$ cat src/rtl/multicycle_control.sv
// multicycle_control: FETCH/DECODE/EXEC/MEM/WB sequencer for the shared-memory multicycle datapath
// Handles memory-ready waits with a timeout, honours stall_in, and locks into FAULT on errors.
module multicycle_control #(
  parameter int OPW     = 7,
  parameter int TIMEOUT = 15,
  parameter int TO_W    = 4
) (
  input  logic           clk,
  input  logic           rst_n,
  input  logic [OPW-1:0] opcode,
  input  logic           mem_ready,
  input  logic           stall_in,
  output logic           pcwrite,
  output logic           irwrite,
  output logic           branch,
  output logic           memread,
  output logic           memwrite,
  output logic           memtoreg,
  output logic           alusrc,
  output logic           regwrite,
  output logic           jalnk,
  output logic           jalnr,
  output logic [1:0]     aluop,
  output logic           fault,
  output logic [2:0]     state
);
  typedef enum logic [2:0] {
    S_IDLE, S_FETCH, S_DECODE, S_EXEC, S_MEM, S_WB, S_FAULT
  } state_t;
  localparam logic [OPW-1:0] OP_R    = OPW'(7'b0110011);
  localparam logic [OPW-1:0] OP_LW   = OPW'(7'b1100000);
  localparam logic [OPW-1:0] OP_SW   = OPW'(7'b1100010);
  localparam logic [OPW-1:0] OP_BEQ  = OPW'(7'b1100011);
  localparam logic [OPW-1:0] OP_ADDI = OPW'(7'b0010011);
  localparam logic [OPW-1:0] OP_JAL  = OPW'(7'b1101111);
  localparam logic [OPW-1:0] OP_JALR = OPW'(7'b1100111);
  state_t cs, ns;
  logic [OPW-1:0] op_q;
  logic [TO_W-1:0] cnt, cnt_n;
  logic is_r, is_lw, is_sw, is_beq, is_addi, is_jal, is_jalr, legal, to_hit;
  assign state   = cs;
  assign is_r    = op_q == OP_R;
  assign is_lw   = op_q == OP_LW;
  assign is_sw   = op_q == OP_SW;
  assign is_beq  = op_q == OP_BEQ;
  assign is_addi = op_q == OP_ADDI;
  assign is_jal  = op_q == OP_JAL;
  assign is_jalr = op_q == OP_JALR;
  assign legal   = opcode inside {OP_R, OP_LW, OP_SW, OP_BEQ, OP_ADDI, OP_JAL, OP_JALR};
  // cnt holds the number of wait cycles already spent; this cycle would be wait number cnt+1
  assign to_hit  = (TIMEOUT != 0) && (cnt == TO_W'(TIMEOUT - 1));
  always_comb begin
    ns       = cs;
    pcwrite  = 1'b0;
    irwrite  = 1'b0;
    branch   = 1'b0;
    memread  = 1'b0;
    memwrite = 1'b0;
    memtoreg = 1'b0;
    alusrc   = 1'b0;
    regwrite = 1'b0;
    jalnk    = 1'b0;
    jalnr    = 1'b0;
    aluop    = 2'b00;
    fault    = cs == S_FAULT;
    case (cs)
      S_IDLE:   ns = S_FETCH;
      S_FETCH: begin
        memread = 1'b1;
        irwrite = mem_ready;
        pcwrite = mem_ready;
        ns      = mem_ready ? S_DECODE : to_hit ? S_FAULT : S_FETCH;
      end
      S_DECODE: ns = stall_in ? S_DECODE : legal ? S_EXEC : S_FAULT;
      S_EXEC: begin
        aluop    = (is_r || is_addi) ? 2'b10 : is_beq ? 2'b01 : 2'b00;
        alusrc   = is_addi || is_lw || is_sw;
        branch   = is_beq || is_jalr;
        jalnk    = is_jal;
        jalnr    = is_jalr;
        regwrite = (is_jal || is_jalr) && !stall_in;
        pcwrite  = (is_jal || is_jalr) && !stall_in;
        ns       = stall_in ? S_EXEC : (is_lw || is_sw) ? S_MEM : (is_r || is_addi) ? S_WB : S_FETCH;
      end
      S_MEM: begin
        alusrc   = 1'b1;
        memread  = is_lw;
        memwrite = is_sw;
        ns       = mem_ready ? (is_lw ? S_WB : S_FETCH) : to_hit ? S_FAULT : S_MEM;
      end
      S_WB: begin
        regwrite = !stall_in;
        memtoreg = is_lw;
        ns       = stall_in ? S_WB : S_FETCH;
      end
      S_FAULT:  ns = S_FAULT;
      default:  ns = S_IDLE;
    endcase
  end
  assign cnt_n = (ns == cs && (cs == S_FETCH || cs == S_MEM) && !mem_ready && TIMEOUT != 0)
               ? ((&cnt) ? cnt : cnt + TO_W'(1)) : '0;
  always_ff @(posedge clk or negedge rst_n) begin
    if (!rst_n) begin
      cs   <= S_IDLE;
      op_q <= '0;
      cnt  <= '0;
    end else begin
      cs  <= ns;
      cnt <= cnt_n;
      if (cs == S_DECODE && !stall_in) op_q <= opcode;
    end
  end
endmodule

$ cat config.mk
export PLATFORM = sky130hd
export DESIGN_NAME = multicycle_control
export DESIGN_NICKNAME = d
export VERILOG_FILES = /design/src/rtl/multicycle_control.sv
export SDC_FILE = /design/constraint.sdc
export NUM_CORES = 1
export LEC_CHECK = 0
export CAP_MARGIN = 20
export CORE_MARGIN = 5
export CORE_UTILIZATION = 46
export CTS_CLUSTER_SIZE = 20
export DETAILED_ROUTE_END_ITERATION = 6
export PLACE_DENSITY = 0.76
export SETUP_SLACK_MARGIN = 0.15
export SYNTH_ARGS = -nofsm -noshare
export SYNTH_HDL_FRONTEND = slang
export SYNTH_SLANG_ARGS = --single-unit
$ cat constraint.sdc
create_clock -name clk -period 2.9 [get_ports clk]
set_clock_uncertainty 0.05 [all_clocks]
set_input_delay 0.87 -clock clk [delete_from_list [all_inputs] [get_ports clk]]
set_output_delay 0.87 -clock clk [all_outputs]
set_load 0.02 [all_outputs]
==> flow_summary.yaml, run 1 <==
run_status:
  status: "complete, no violations"
logic_synthesis:
  synth-compound-area-share_pct: 14.97
  ys_warn_count: 0
  syn_avg_cell_area_sq_um: 8.747
  synth_xor_area_share_pct: 0.9358
  ys_types: 36
  async_flop_share_pct: 100.0
  synth_nets: 120
  synth_top_cell_by_area: "dfrtp_1"
  synthSimpleGateAreaFrac_pct: 33.42
  synthTopCellsByArea: "dfrtp_1, mux2_2, nor2_1, nand2_1, o21ai_0"
  synth_edf_count: 0
  synth_top_family_by_area: "simple AND/OR/NAND/NOR gates"
  netlist_instances: 107
  synth_commonest_cells: "dfrtp_1, nor2_1, nand2_1"
  synth_top_area_share_pct: 37.43
  synthMuxAreaShare_pct: 7.219
  seq_area_frac_synth_pct: 37.43
  syn-cell-area_sq_um: 935.9
  synth-adder-area-share_pct: 2.674
  synth_seq_cells: 14
  ys.flop_type: "dfrtp_1"
min_path:
  hp-class: "reg -> reg"
  hold_depth: 1
finish:
  drive_gt1_share_pct: 34.21
  fin_nets: 167
  insertedDiodeCount: 0
  syn_to_final_growth_pct: 54.14
  final_util_pct: 74.29
route:
  firstDrtPassIters: 4
  via_per_inst: 5.570
  drt_iter0_drc: 12
  drc: 0
  postRouteWirelength_um: 2722
  wire_per_inst_um: 15.21
  ant_nets: 0
  num_vias: 997
worst_setup_path:
  worstRegToRegCells: 5
  critPathLaunchType: "flop"
  critPathTopFamily: "simple AND/OR/NAND/NOR gates"
  slowest_stage: "or4b_4"
  crit_path_max_incr_delay_ps: 540
  cp_max_fo: 3
  crit_cells: 5
  critPathCaptureType: "primary output"
  critPathBufInv: 1
  crit_chain: "nand3b_1, or2_4, or4b_4, o31ai_4, buf_6"
  cp.arrival_ps: 1980
  cp_data_required_time_ps: 1980
  worstSetupPathType: "reg -> out"
clocking:
  cts.sinks: 14
  insertion_delay_ps: 280
  cts_tree: "built"
  hold_buffers: 0
  cts_buffer_depth: 2
  htree_levels: 1
  numCtsBuffers: 3
  cts_root_buf: "clkbuf_4"
  clk_pin_slew_ps: 80
die:
  die_h_um: 55.11
  initial_core_util_pct: 48.20
  die_w_um: 55.11
  io_pins: 27
  rows: 16
  die_area_sq_mm: 0.003037
  core_area_sq_mm: 0.001942
timing:
  setup_viol: 0
  tightest_slew_ps: 616.0
  rsz0062_at_grt: "true"
  fmax_mhz: 345.3
  max_slew_margin_pct: 58.80
  fin_hold_ws_ps: 539.0
  layout_setup_ws_ps: 4.307
  min_period_ps: 2896
  hold_viol: 0
  finalMaxSlewViolations: 0
  timing.final.crit_share_pct: 99.85
power_and_ir_drop:
  p_per_area_mw_per_mm2: 783.9
  p_leak_nw: 0.6475
  ir_drop_v: 0.0005194
placed_design:
  portBuffers: 26
  hpwl_um: 2045
  dp_slack_ps: -277.7
  gp_congestion: 0.8872
global_route:
  grt_use_total_pct: 20.52
  grt_overflow_total: 0
  grt_pass1_vias: 998
  antenna_found_initial: 0
  grt_pass1_wl_um: 4402
  grt_max_degree: 15
run:
  drv_cap: 0
[report_power, final]
part / total (mW) / internal (mW) / switching (mW)
registers: 0.347 / 0.272 / 0.0753
logic: 0.677 / 0.330 / 0.348
clock network: 0.106 / 0.0481 / 0.0581
[stage by stage]
stage | instance area [sq um] | power (mW) | instances | setup TNS [ps]
after global routing | 1443 | 1.198 | 179 | -89.74
after CTS | 1405 | 1.077 | 178 | -1.146
final | 1443 | 1.131 | 179 | 0
after global placement | 1336 | 0.8984 | 172 | -628.5
after floorplan | 939.7 | 0.6532 | 107 | 0
after detailed placement | 1336 | 0.9258 | 172 | -721.3
[cell type report]
cell class	count	area, sq um
Multi-Input combinational cell	85	636.9
Fill cell	140	499.2
Timing Repair Buffer	44	375.4
Sequential cell	14	351.6
Tap cell	27	33.78
Clock buffer	3	22.52
Inverter	6	22.52
[state kept, by name, summed over array words and instances, names as in the netlist]
register and cells:
cnt 4, op_q 7, state 3
[timing repair]
action,CTS,global route
gates resized for setup,45,16
endpoints found under the setup margin,12,11
endpoints found under the hold margin,0,0
pin swaps,1,3
buffers inserted,3,1
[final timing paths]
| path | endpoint | from | slack (ps) |
|---|---|---|---|
| worst max-delay path | pcwrite | state[2] | 4 |
| worst min-delay path | op_q[4] | op_q[4] | 540 |
| worst max register to register | cnt[2] | state[2] | 1220 |
| worst min register to register | op_q[4] | op_q[4] | 540 |
| max in group asynchronous | op_q[6] | rst_n | 1450 |
| min in group asynchronous | op_q[3] | rst_n | 920 |
[worst register-to-register path, cell delays in order, from the launching register on]
cell and delay [ps]:
dfrtp_1 380, buf_4 130, buf_4 150, or2b_4 290
a211o_1 350, nor3_1 240
[cell usage in the layout, fill, tap and decap left out, types with 3 or more instances in the layout]
cell / n
inv_1: 6
a21oi_1: 3
nand2_1: 9
o21ai_0: 6
clkdlybuf4s50_1: 13
dfrtp_1: 13
nor2_1: 11
nand3_1: 4
buf_4: 20
mux2_2: 6
clkbuf_4: 3
nor3_1: 4
a211oi_1: 3
[routing by layer]
metal  up-vias  track usage [%]  routed length (um)
met5         -                0                   0
met4         0            9.717                  56
met3         7            2.681                 147
met2        35            35.04                1351
met1       474            25.42                1167
li1        481                -                   -
[logic make-up (layout without fill, tap and decap cells)]
kind of cell / Yosys count / in the layout
AO/OA/AOI/OAI: 20 / 20
XOR/XNOR: 1 / 1
adder cells (fa/ha/maj): 2 / 2
buffers and inverters: 8 / 53
flip-flops: 14 / 14
multiplexers: 6 / 6
AND/OR/NAND/NOR: 56 / 56
Note: power is estimated with default switching activity, not from simulation.
==> inputs of run 2 (changes only) <==
- CORE_UTILIZATION: 46 -> 55
- DONT_BUFFER_PORTS: unset -> 1
- PLACE_DENSITY: 0.76 -> 0.68
==> run 2 against run 1 <==
Net effect:
- worst setup slack gained 45 ps
- power shrank 19%
- clock power is essentially flat
- largest cell class unchanged
==> flow_summary.yaml, run 2 (same netlist as run 1, synthesis figures left out) <==
run_status:
  status: "complete, no violations"
die:
  die_area_sq_mm: 0.002627
  die_h_um: 51.25
  die_w_um: 51.25
  rows: 15
  initial_core_util_pct: 56.03
  core_area_sq_mm: 0.001670
  io_pins: 27
route:
  postRouteWirelength_um: 2100
  drt_iter0_drc: 18
  firstDrtPassIters: 4
  wire_per_inst_um: 15.44
  via_per_inst: 6.184
  drc: 0
  num_vias: 841
  ant_nets: 0
min_path:
  hp-class: "in -> async"
worst_setup_path:
  critPathBufInv: 0
  critPathTopFamily: "simple AND/OR/NAND/NOR gates"
  critPathLaunchType: "flop"
  cp_data_required_time_ps: 1980
  slowest_stage: "or4b_4"
  cp.arrival_ps: 1930
  worstSetupPathType: "reg -> out"
  critPathCaptureType: "primary output"
  crit_chain: "nand3b_1, or2_4, or4b_4, o31ai_4"
  crit_path_max_incr_delay_ps: 540
  cp_max_fo: 3
run:
  drv_cap: 0
placed_design:
  portBuffers: 0
  gp_congestion: 0.7856
  hpwl_um: 1615
power_and_ir_drop:
  ir_drop_v: 0.0004260
  design_power_total_mw: 0.9140
  p_leak_nw: 0.4727
  p_per_area_mw_per_mm2: 832.0
timing:
  rsz0062_at_grt: "true"
  fin_hold_ws_ps: 224.8
  fmax_mhz: 350.8
  setup_viol: 0
  min_period_ps: 2850
  max_slew_margin_pct: 72.90
  hold_viol: 0
  tightest_slew_ps: 403.4
  tns_ps: 0
  timing.final.crit_share_pct: 98.28
  finalMaxSlewViolations: 0
finish:
  syn_to_final_growth_pct: 17.38
  insertedDiodeCount: 0
  final_cell_mix: "dfrtp_1, nor2_1, nand2_1, buf_4"
  largest_register: "op_q"
  fin_nets: 134
  drive_gt1_share_pct: 26.89
  largest_reg_flops: 7
  layout_commonest_cell: "dfrtp_1"
global_route:
  grt_use_total_pct: 18.67
  grt_overflow_total: 0
  grt_max_degree: 15
  grt_pass1_vias: 820
  antenna_found_initial: 0
  grt_pass1_wl_um: 3719
clocking:
  numCtsBuffers: 3
  cts_tree: "built"
  cts.sinks: 14
  cts_buffer_depth: 2
  insertion_delay_ps: 280
  htree_levels: 1
  clk_pin_slew_ps: 80
  cts_root_buf: "clkbuf_4"
run 2: cell types whose count changed in the layout (fill, tap and decap cells not counted), moves of 2 or more:
cell,delta
clkdlybuf4s15_1,-2
buf_2,-2
buf_4,-10
clkdlybuf4s50_1,-13
clkbuf_2,-2
run 2: area by class of cell:
type / count / area (sq um)
multi-input combinational: 85 / 594.3
clock buffer: 3 / 22.52
inverter: 6 / 22.52
fill: 137 / 571.8
sequential: 14 / 351.6
timing repair buffer: 11 / 86.33
tap: 17 / 21.27
run 2: timing repair:
item	CTS	global route
pin swaps	1	1
hold buffers	0	0
setup buffers	2	1
endpoints found under the setup margin	5	7
gates resized for setup	2	7
run 2: final timing paths:
path	startpoint	endpoint	slack (ps)	cells after the start
hold / removal	rst_n	cnt[3]	220	0
min in group clk	op_q[4]	op_q[4]	530	1
setup / recovery	state[2]	pcwrite	50	4
max in group asynchronous	rst_n	op_q[2]	2500	0
hold reg to reg	op_q[4]	op_q[4]	530	1
setup reg to reg	op_q[4]	state[0]	1110	4
run 2: where the power goes:
part / internal [mW] / total (mW) / switching (mW)
combinational: 0.196 / 0.454 / 0.258
clock: 0.0482 / 0.109 / 0.0607
sequential: 0.272 / 0.351 / 0.0791
total: 0.516 / 0.914 / 0.398
run 2: metal layers:
| metal | global-route usage (%) | wire (um) |
|---|---|---|
| met1 | 24.31 | 905 |
| met2 | 29.61 | 974 |
| met3 | 3.499 | 169 |
| met4 | 9.170 | 51 |
| met5 | 0 | 0 |
run 2: metrics by stage:
| step | utilization [%] | setup WS [ps] | instance area [sq um] | instances |
|---|---|---|---|---|
| floorplan | - | 166.9 | 939.7 | 107 |
| global placement | 60.97 | 358.5 | 1018 | 130 |
| detailed placement | 60.97 | 312.3 | 1018 | 130 |
| CTS | 64.04 | 32.82 | 1070 | 135 |
| global route | 65.77 | -37.55 | 1099 | 136 |
| finish | 65.77 | 49.76 | 1099 | 136 |
